**src/rtl/multicycle_control_if.sv**
```systemverilog
`default_nettype none
// ============================================================================
// Module   : multicycle_control_if
// Brief    : Control/datapath bundle for the multicycle MIPS core. The
//            master side is the control unit, the slave side the datapath.
// Revision : 1.0 - initial release
// ============================================================================
interface multicycle_control_if #(
    parameter int StateWidth = 4
) ();
    // Datapath -> control
    logic [5:0]            Op;
    logic [5:0]            Funct;
    logic                  Zero;
    // Control -> datapath
    logic                  PCWrite;
    logic [1:0]            PCSrc;
    logic                  RegWrite;
    logic                  IorD;
    logic                  MemWrite;
    logic                  IRWrite;
    logic                  RegDst;
    logic                  MemtoReg;
    logic                  ALUSrcA;
    logic                  gpio_i;
    logic [1:0]            ALUSrcB;
    logic [2:0]            ALUControl;
    logic                  InstrDone;
    logic                  Illegal;
    logic [StateWidth-1:0] State;

    modport master (
        input  Op, Funct, Zero,
        output PCWrite, PCSrc, RegWrite, IorD, MemWrite, IRWrite, RegDst,
               MemtoReg, ALUSrcA, gpio_i, ALUSrcB, ALUControl, InstrDone,
               Illegal, State
    );

    modport slave (
        output Op, Funct, Zero,
        input  PCWrite, PCSrc, RegWrite, IorD, MemWrite, IRWrite, RegDst,
               MemtoReg, ALUSrcA, gpio_i, ALUSrcB, ALUControl, InstrDone,
               Illegal, State
    );
endinterface
`default_nettype wire

```
**src/rtl/multicycle_control.sv**
```systemverilog
`default_nettype none
// ============================================================================
// Module   : multicycle_control
// Brief    : Moore control FSM for the multicycle MIPS core. Outputs are
//            registered against the next state; only the branch PC write is
//            qualified combinationally by Zero.
// Revision : 1.0 - initial release
// ============================================================================
module multicycle_control #(
    parameter int StateWidth = 4
) (
    input  wire logic            clk,
    input  wire logic            reset,   // asynchronous, active low
    multicycle_control_if.master bus
);

    typedef enum logic [StateWidth-1:0] {
        FETCH  = StateWidth'(0),
        DECODE = StateWidth'(1),
        MEMADR = StateWidth'(2),
        MEMRD  = StateWidth'(3),
        MEMWB  = StateWidth'(4),
        MEMWR  = StateWidth'(5),
        EXEC   = StateWidth'(6),
        ALUWB  = StateWidth'(7),
        BRANCH = StateWidth'(8),
        ADDIEX = StateWidth'(9),
        ADDIWB = StateWidth'(10),
        JUMP   = StateWidth'(11),
        GPIOWB = StateWidth'(12)
    } state_t;

    localparam logic [2:0] c_alu_add = 3'b010;
    localparam logic [2:0] c_alu_sub = 3'b110;

    state_t     r_state;
    state_t     w_next_state;
    logic       w_funct_ok;
    logic [2:0] w_alu_funct;
    logic       w_illegal;

    // Instruction class latched in DECODE; later states never look at Op.
    logic       r_is_lw;
    logic       r_is_bne;

    // Registered strobes, valid for the state currently held in r_state.
    logic       r_pcwrite;
    logic       r_branch;
    logic [1:0] r_pcsrc;
    logic       r_regwrite;
    logic       r_iord;
    logic       r_memwrite;
    logic       r_irwrite;
    logic       r_regdst;
    logic       r_memtoreg;
    logic       r_alusrca;
    logic       r_gpio_i;
    logic [1:0] r_alusrcb;
    logic [2:0] r_alucontrol;
    logic       r_done;

    // R-type function decode: ALU operation and legality.
    always_comb begin
        w_funct_ok  = 1'b1;
        w_alu_funct = c_alu_add;
        case (bus.Funct)
            6'h20:   w_alu_funct = 3'b010;
            6'h22:   w_alu_funct = 3'b110;
            6'h24:   w_alu_funct = 3'b000;
            6'h25:   w_alu_funct = 3'b001;
            6'h2A:   w_alu_funct = 3'b111;
            default: w_funct_ok  = 1'b0;
        endcase
    end

    // Next-state logic; unsupported opcodes and stray encodings fall to FETCH.
    always_comb begin
        w_next_state = FETCH;
        case (r_state)
            FETCH:  w_next_state = DECODE;
            DECODE: begin
                case (bus.Op)
                    6'h23, 6'h2B: w_next_state = MEMADR;
                    6'h00:        w_next_state = w_funct_ok ? EXEC : FETCH;
                    6'h04, 6'h05: w_next_state = BRANCH;
                    6'h08:        w_next_state = ADDIEX;
                    6'h02:        w_next_state = JUMP;
                    6'h3F:        w_next_state = GPIOWB;
                    default:      w_next_state = FETCH;
                endcase
            end
            MEMADR: w_next_state = r_is_lw ? MEMRD : MEMWR;
            MEMRD:  w_next_state = MEMWB;
            EXEC:   w_next_state = ALUWB;
            ADDIEX: w_next_state = ADDIWB;
            default: w_next_state = FETCH;
        endcase
    end

    // The opcode only becomes valid once the IR has loaded, so the illegal
    // flag has to come from the live decode within DECODE itself.
    assign w_illegal = (r_state == DECODE) && (w_next_state == FETCH);

    // State register plus strobes precomputed for the state being entered.
    always_ff @(posedge clk or negedge reset) begin
        if (!reset) begin
            r_state      <= FETCH;
            r_is_lw      <= 1'b0;
            r_is_bne     <= 1'b0;
            r_pcwrite    <= 1'b1;
            r_branch     <= 1'b0;
            r_pcsrc      <= 2'b00;
            r_regwrite   <= 1'b0;
            r_iord       <= 1'b0;
            r_memwrite   <= 1'b0;
            r_irwrite    <= 1'b1;
            r_regdst     <= 1'b0;
            r_memtoreg   <= 1'b0;
            r_alusrca    <= 1'b0;
            r_gpio_i     <= 1'b0;
            r_alusrcb    <= 2'b01;
            r_alucontrol <= c_alu_add;
            r_done       <= 1'b0;
        end else begin
            r_state <= w_next_state;
            if (r_state == DECODE) begin
                r_is_lw  <= (bus.Op == 6'h23);
                r_is_bne <= (bus.Op == 6'h05);
            end
            r_pcwrite    <= 1'b0;
            r_branch     <= 1'b0;
            r_pcsrc      <= 2'b00;
            r_regwrite   <= 1'b0;
            r_iord       <= 1'b0;
            r_memwrite   <= 1'b0;
            r_irwrite    <= 1'b0;
            r_regdst     <= 1'b0;
            r_memtoreg   <= 1'b0;
            r_alusrca    <= 1'b0;
            r_gpio_i     <= 1'b0;
            r_alusrcb    <= 2'b00;
            r_alucontrol <= c_alu_add;
            r_done       <= 1'b0;
            case (w_next_state)
                FETCH: begin
                    r_irwrite <= 1'b1;
                    r_alusrcb <= 2'b01;
                    r_pcwrite <= 1'b1;
                end
                DECODE: r_alusrcb <= 2'b11;
                MEMADR, ADDIEX: begin
                    r_alusrca <= 1'b1;
                    r_alusrcb <= 2'b10;
                end
                MEMRD: r_iord <= 1'b1;
                MEMWR: begin
                    r_iord     <= 1'b1;
                    r_memwrite <= 1'b1;
                    r_done     <= 1'b1;
                end
                MEMWB: begin
                    r_memtoreg <= 1'b1;
                    r_regwrite <= 1'b1;
                    r_done     <= 1'b1;
                end
                EXEC: begin
                    r_alusrca    <= 1'b1;
                    r_alucontrol <= w_alu_funct;
                end
                ALUWB: begin
                    r_regdst   <= 1'b1;
                    r_regwrite <= 1'b1;
                    r_done     <= 1'b1;
                end
                ADDIWB: begin
                    r_regwrite <= 1'b1;
                    r_done     <= 1'b1;
                end
                BRANCH: begin
                    r_alusrca    <= 1'b1;
                    r_alucontrol <= c_alu_sub;
                    r_pcsrc      <= 2'b01;
                    r_branch     <= 1'b1;
                    r_done       <= 1'b1;
                end
                JUMP: begin
                    r_pcsrc   <= 2'b10;
                    r_pcwrite <= 1'b1;
                    r_done    <= 1'b1;
                end
                GPIOWB: begin
                    r_gpio_i   <= 1'b1;
                    r_regwrite <= 1'b1;
                    r_done     <= 1'b1;
                end
                default: ;
            endcase
        end
    end

    // Write strobes are masked by reset so an abort kills them immediately and
    // the FETCH strobes show up as soon as reset is released.
    assign bus.PCWrite    = reset & (r_pcwrite | (r_branch & (bus.Zero ^ r_is_bne)));
    assign bus.RegWrite   = reset & r_regwrite;
    assign bus.MemWrite   = reset & r_memwrite;
    assign bus.IRWrite    = reset & r_irwrite;
    assign bus.InstrDone  = reset & r_done;
    assign bus.Illegal    = reset & w_illegal;
    assign bus.PCSrc      = r_pcsrc;
    assign bus.IorD       = r_iord;
    assign bus.RegDst     = r_regdst;
    assign bus.MemtoReg   = r_memtoreg;
    assign bus.ALUSrcA    = r_alusrca;
    assign bus.gpio_i     = r_gpio_i;
    assign bus.ALUSrcB    = r_alusrcb;
    assign bus.ALUControl = r_alucontrol;
    assign bus.State      = r_state;

endmodule
`default_nettype wire

```
**src/flat_wrapper.sv**
```systemverilog
// flat-port wrapper written by rule: the top's interface ports become plain ports
module multicycle_control_flat 
#(
    parameter int StateWidth = 4
)
  (clk, reset, bus_Op, bus_Funct, bus_Zero, bus_PCWrite, bus_PCSrc, bus_RegWrite, bus_IorD, bus_MemWrite, bus_IRWrite, bus_RegDst, bus_MemtoReg, bus_ALUSrcA, bus_gpio_i, bus_ALUSrcB, bus_ALUControl, bus_InstrDone, bus_Illegal, bus_State);
  multicycle_control_if #(.StateWidth(StateWidth)) bus_i ();
  input  wire logic clk;
  input  wire logic reset;
  input wire logic [$bits(bus_i.Op)-1:0] bus_Op;
  input wire logic [$bits(bus_i.Funct)-1:0] bus_Funct;
  input wire logic [$bits(bus_i.Zero)-1:0] bus_Zero;
  output wire logic [$bits(bus_i.PCWrite)-1:0] bus_PCWrite;
  output wire logic [$bits(bus_i.PCSrc)-1:0] bus_PCSrc;
  output wire logic [$bits(bus_i.RegWrite)-1:0] bus_RegWrite;
  output wire logic [$bits(bus_i.IorD)-1:0] bus_IorD;
  output wire logic [$bits(bus_i.MemWrite)-1:0] bus_MemWrite;
  output wire logic [$bits(bus_i.IRWrite)-1:0] bus_IRWrite;
  output wire logic [$bits(bus_i.RegDst)-1:0] bus_RegDst;
  output wire logic [$bits(bus_i.MemtoReg)-1:0] bus_MemtoReg;
  output wire logic [$bits(bus_i.ALUSrcA)-1:0] bus_ALUSrcA;
  output wire logic [$bits(bus_i.gpio_i)-1:0] bus_gpio_i;
  output wire logic [$bits(bus_i.ALUSrcB)-1:0] bus_ALUSrcB;
  output wire logic [$bits(bus_i.ALUControl)-1:0] bus_ALUControl;
  output wire logic [$bits(bus_i.InstrDone)-1:0] bus_InstrDone;
  output wire logic [$bits(bus_i.Illegal)-1:0] bus_Illegal;
  output wire logic [$bits(bus_i.State)-1:0] bus_State;
  assign bus_i.Op = bus_Op;
  assign bus_i.Funct = bus_Funct;
  assign bus_i.Zero = bus_Zero;
  assign bus_PCWrite = bus_i.PCWrite;
  assign bus_PCSrc = bus_i.PCSrc;
  assign bus_RegWrite = bus_i.RegWrite;
  assign bus_IorD = bus_i.IorD;
  assign bus_MemWrite = bus_i.MemWrite;
  assign bus_IRWrite = bus_i.IRWrite;
  assign bus_RegDst = bus_i.RegDst;
  assign bus_MemtoReg = bus_i.MemtoReg;
  assign bus_ALUSrcA = bus_i.ALUSrcA;
  assign bus_gpio_i = bus_i.gpio_i;
  assign bus_ALUSrcB = bus_i.ALUSrcB;
  assign bus_ALUControl = bus_i.ALUControl;
  assign bus_InstrDone = bus_i.InstrDone;
  assign bus_Illegal = bus_i.Illegal;
  assign bus_State = bus_i.State;
  multicycle_control #(.StateWidth(StateWidth)) u_core (.clk(clk), .reset(reset), .bus(bus_i));
endmodule
```
**config.mk**
```make
export PLATFORM = sky130hd
export DESIGN_NAME = multicycle_control_flat
export DESIGN_NICKNAME = d
export VERILOG_FILES = /design/src/rtl/multicycle_control_if.sv /design/src/rtl/multicycle_control.sv /design/src/flat_wrapper.sv
export SDC_FILE = /design/constraint.sdc
export NUM_CORES = 1
export LEC_CHECK = 0
export CAP_MARGIN = 20
export CORE_MARGIN = 2
export CORE_UTILIZATION = 42
export DETAILED_ROUTE_END_ITERATION = 12
export PLACE_DENSITY_LB_ADDON = 0.05
export SLEW_MARGIN = 20
export SYNTH_ARGS = -nofsm -noshare
export SYNTH_HDL_FRONTEND = slang
export SYNTH_SLANG_ARGS = --single-unit
```
**constraint.sdc**
```tcl
create_clock -name clk -period 1.98 [get_ports clk]
set_clock_uncertainty 0.15 [all_clocks]
set_input_delay 0.396 -clock clk [delete_from_list [all_inputs] [get_ports clk]]
set_output_delay 0.396 -clock clk [all_outputs]
set_load 0.02 [all_outputs]
```
==> flow_summary_export.csv <==
group,metric,value,unit
logic_synthesis,syn_area_per_cell,10.63,µm²
logic_synthesis,yosys_warning_total,0,
power,p_switching,0.7767,mW
logic_synthesis,yosys.area_share.xor_xnor,1.385,%
routing,drt_pass1_iterations,8,
power,p_int,1.331,mW
finish,largest_register_ffs,4,
critical_path,critPathLaunchType,"input port",
timing,max_freq,0.3987,GHz
critical_path,timing.critical_path.to_type,"primary output",
clock_tree,ctsLongestPathBuffers,2,
critical_path,path_cells,"clkdlybuf4s15_2, or4_4, o22ai_2, and2_4, o31ai_4, inv_2, nor3_4, and3_4, buf_6",
timing,min_period_over_period,126.7,%
logic_synthesis,synth-seq-cells,23,
timing,rsz0062_at_grt,"true",
clock_tree,clockRootBuffer,"sky130_fd_sc_hd__clkbuf_4",
routing,detail_route.vias_per_cell,5.219,
routing,antenna_left,0,
logic_synthesis,synthArstFlopShare,100.0,%
power,peakVddDrop,530.4,µV
logic_synthesis,synth_top_flop_cell,"sky130_fd_sc_hd__dfrtp_1",
clock_tree,cts.sinks,23,
grt,via_count_of_the_first_global_routing_pass,1232,
outcome,status,"finished, violations left",
routing,detailedRoute.firstIterationViolations,17,
placement,detailed_place.area,0.002034,mm²
logic_synthesis,synth_nets,134,
timing,setup-tns-final,-1.179,ns
clock_tree,cts_tree,"yes",
logic_synthesis,share_of_cell_area_taken_by_muxes_after_synthesis,2.473,%
grt,global_route.usage.total,21.19,%
timing,worst_slew_pin_slew,0.4094,ns
finish,finish.instance_area,0.002207,mm²
grt,grt_max_degree,13,
die,start_util,45.09,%
critical_path,critical_path.slowest_cell,"sky130_fd_sc_hd__or4_4",
min_path,timing.hold.worst.class,"in2reg",
timing,fin_ws,-0.5282,ns
critical_path,crit_path_max_delay_family,"simple AND/OR/NAND/NOR gates",
critical_path,critical-path-max-stage-delay,0.53,ns
clock_tree,numCtsBuffers,3,
clock_tree,clkTransAtPathRegs,0.13,ns
power,power.static_leakage,1.082,nW
timing,timing.final.max_slew_violations,0,
finish,layout.cells.most_common_list,"sky130_fd_sc_hd__buf_4, sky130_fd_sc_hd__dfrtp_1, sky130_fd_sc_hd__clkdlybuf4s50_1",
power,share_comb_of_total_power,59.1,%
timing,max_slew_margin_vs_limit,72.48,%
timing,report.final.setup_viol,5,
logic_synthesis,synth_top_family_by_area,"simple AND/OR/NAND/NOR gates",
clock_tree,h-tree-depth,1,
finish,area_delta_synth_final,74.48,%
logic_synthesis,synth.yosys.seq_area_share,45.90,%
power,power_switching_share,36.85,%
placement,post_placement_setup_slack,-1.293,ns
logic_synthesis,area_of_the_mapped_netlist,0.001265,mm²
finish,drive_above_1_share,52.78,%
die,core,0.002805,mm²
placement,detailed_place_hpwl,2.693,mm
routing,remaining_drc_errors,3,
grt,global_route_wire_length_before_repair,5.561,mm
logic_synthesis,adder_and_majority_cell_fraction_of_the_synthesized_area,0,%
die,design.die.area,0.003467,mm²
power,clock_power_share,10.6,%
clock_tree,worstSkewPairLatency,0.32,ns
logic_synthesis,synth-edff-count,0,
die,die-width,58.88,µm
critical_path,worstPathBufferInverterCount,3,
finish,n_antenna_cell,0,
outcome,violated_checks,"DRC, setup timing",
die,die_h,58.88,µm
logic_synthesis,synth-simple-area-share,30.27,%
timing,hold_viol,0,
power,power_density,955.1,mW/mm²
power,total_power,2.108,mW
critical_path,path_max_fanout,7,
timing,period_minus_slack,2.508,ns
finish,layout_net_count,232,
routing,route.vias.total,1289,
finish,multi_input_comb_area,740.7,µm²
timing,holdWs,0.3046,ns
critical_path,worst_ep_arrival_time,1.96,ns
placement,portBuffers,36,
grt,number_of_antenna_violations_at_the_first_check_in_global_routing,0,
clock_tree,cts_hold_buf,0,
flow_run,drv.max_cap_violation_count,0,
routing,totalWireLength,3.686,mm
finish,ff_latch_area,585.6,µm²
finish,nFillCells,200,
routing,avgRoutedWirePerCell,14.92,µm
placement,globalplace.congestion,0.8534,
critical_path,criticalPathCategory,"in2out",
die,design.portCount,37,
power,seq_power_share,30.3,%
grt,grt_overflow_total,0,
logic_synthesis,synthCells,119,
critical_path,cp.required,1.43,ns
die,core.rowCount,19,
logic_synthesis,synth_compound_area_share,15.13,%
logic_synthesis,post_synth_num_cell_types,52,
finish,layout_commonest_cell,"sky130_fd_sc_hd__buf_4",
==> synth_stat cells (all sizes together), types with 2 or more instances <==
master	count	area (µm²)
nor3b	5	37.54
a21oi	3	15.01
nand2	8	32.54
nor3	4	20.02
dfrtp	19	475.5
inv	6	22.52
nor2b	3	21.27
and3	3	18.77
dfstp	4	105.1
nand3b	3	22.52
o21ai	4	20.01
nor4	2	18.77
nand2b	3	18.77
mux2i	2	20.02
or4	3	26.27
and2	7	46.30
o31ai	2	33.78
nor4b	2	38.78
nor2	10	40.04
buf	4	33.78
nand3	3	20.02
==> per-layer routing <==
layer,share of wire (%),track usage (%),up-vias
met4,1.4,6.818,0
met5,0,0,-
met1,40,25.87,620
met3,4.9,1.978,7
met2,53,38.89,40
li1,-,-,622
==> final cells by class <==
cell class	count	area share [%]
Clock buffer	4	1.190
Sequential cell	23	26.53
Timing Repair Buffer	97	35.71
Tap cell	31	1.757
Inverter	7	1.247
Multi-Input combinational cell	85	33.56
==> final timing paths <==
kind	startpoint	to	slack, ns	cells after the start
max	bus_Op[5]	bus_Illegal	-0.53	9
min	bus_Op[4]	u_core.r_is_bne	0.30	3
max reg2reg	u_core.bus.State[1]	u_core.r_done	-0.24	9
min reg2reg	u_core.r_is_lw	u_core.r_is_lw	0.42	2
max in group asynchronous	reset	u_core.r_pcwrite	1.09	3
min in group asynchronous	reset	u_core.bus.State[3]	0.33	3
==> worst register-to-register path, delay by kind of cell, from the launching register on <==
family | cells | cell delay [ns]
AOI/OAI and AO/OA | 2 | 0.56
buffers and inverters | 4 | 0.45
DFF | 1 | 0.46
and+or+nand+nor | 2 | 0.18
muxes | 1 | 0.32
==> logic make-up after synthesis <==
group / Yosys count
simple gates: 59
xor+xnor: 2
flops: 23
compound gates: 21
mux: 3
buf+inv: 11
==> metrics by stage <==
stage | util [%] | cells
after floorplan | - | 119
after global placement | 72.52 | 232
after detailed placement | 72.52 | 232
after CTS | 75.65 | 242
after global routing | 78.68 | 247
final | 78.68 | 247
==> repair_timing <==
action	in CTS	in global routing
gates resized for setup	53	23
buffers inserted	6	6
pin swaps	12	13
cloned	0	0
setup endpoints to repair	22	11
==> power by group through the flow <==
stage          registers, mW  clock network [mW]  logic (mW)
2_1_floorplan          0.699                   0       0.473
3_3_place_gp           0.643                   0        1.07
3_5_place_dp           0.648                   0        1.09
4_1_cts                0.635               0.224        1.15
5_1_grt                0.653               0.250        1.33
6_report               0.639               0.224        1.25
Power figures use the tool's default switching activity.
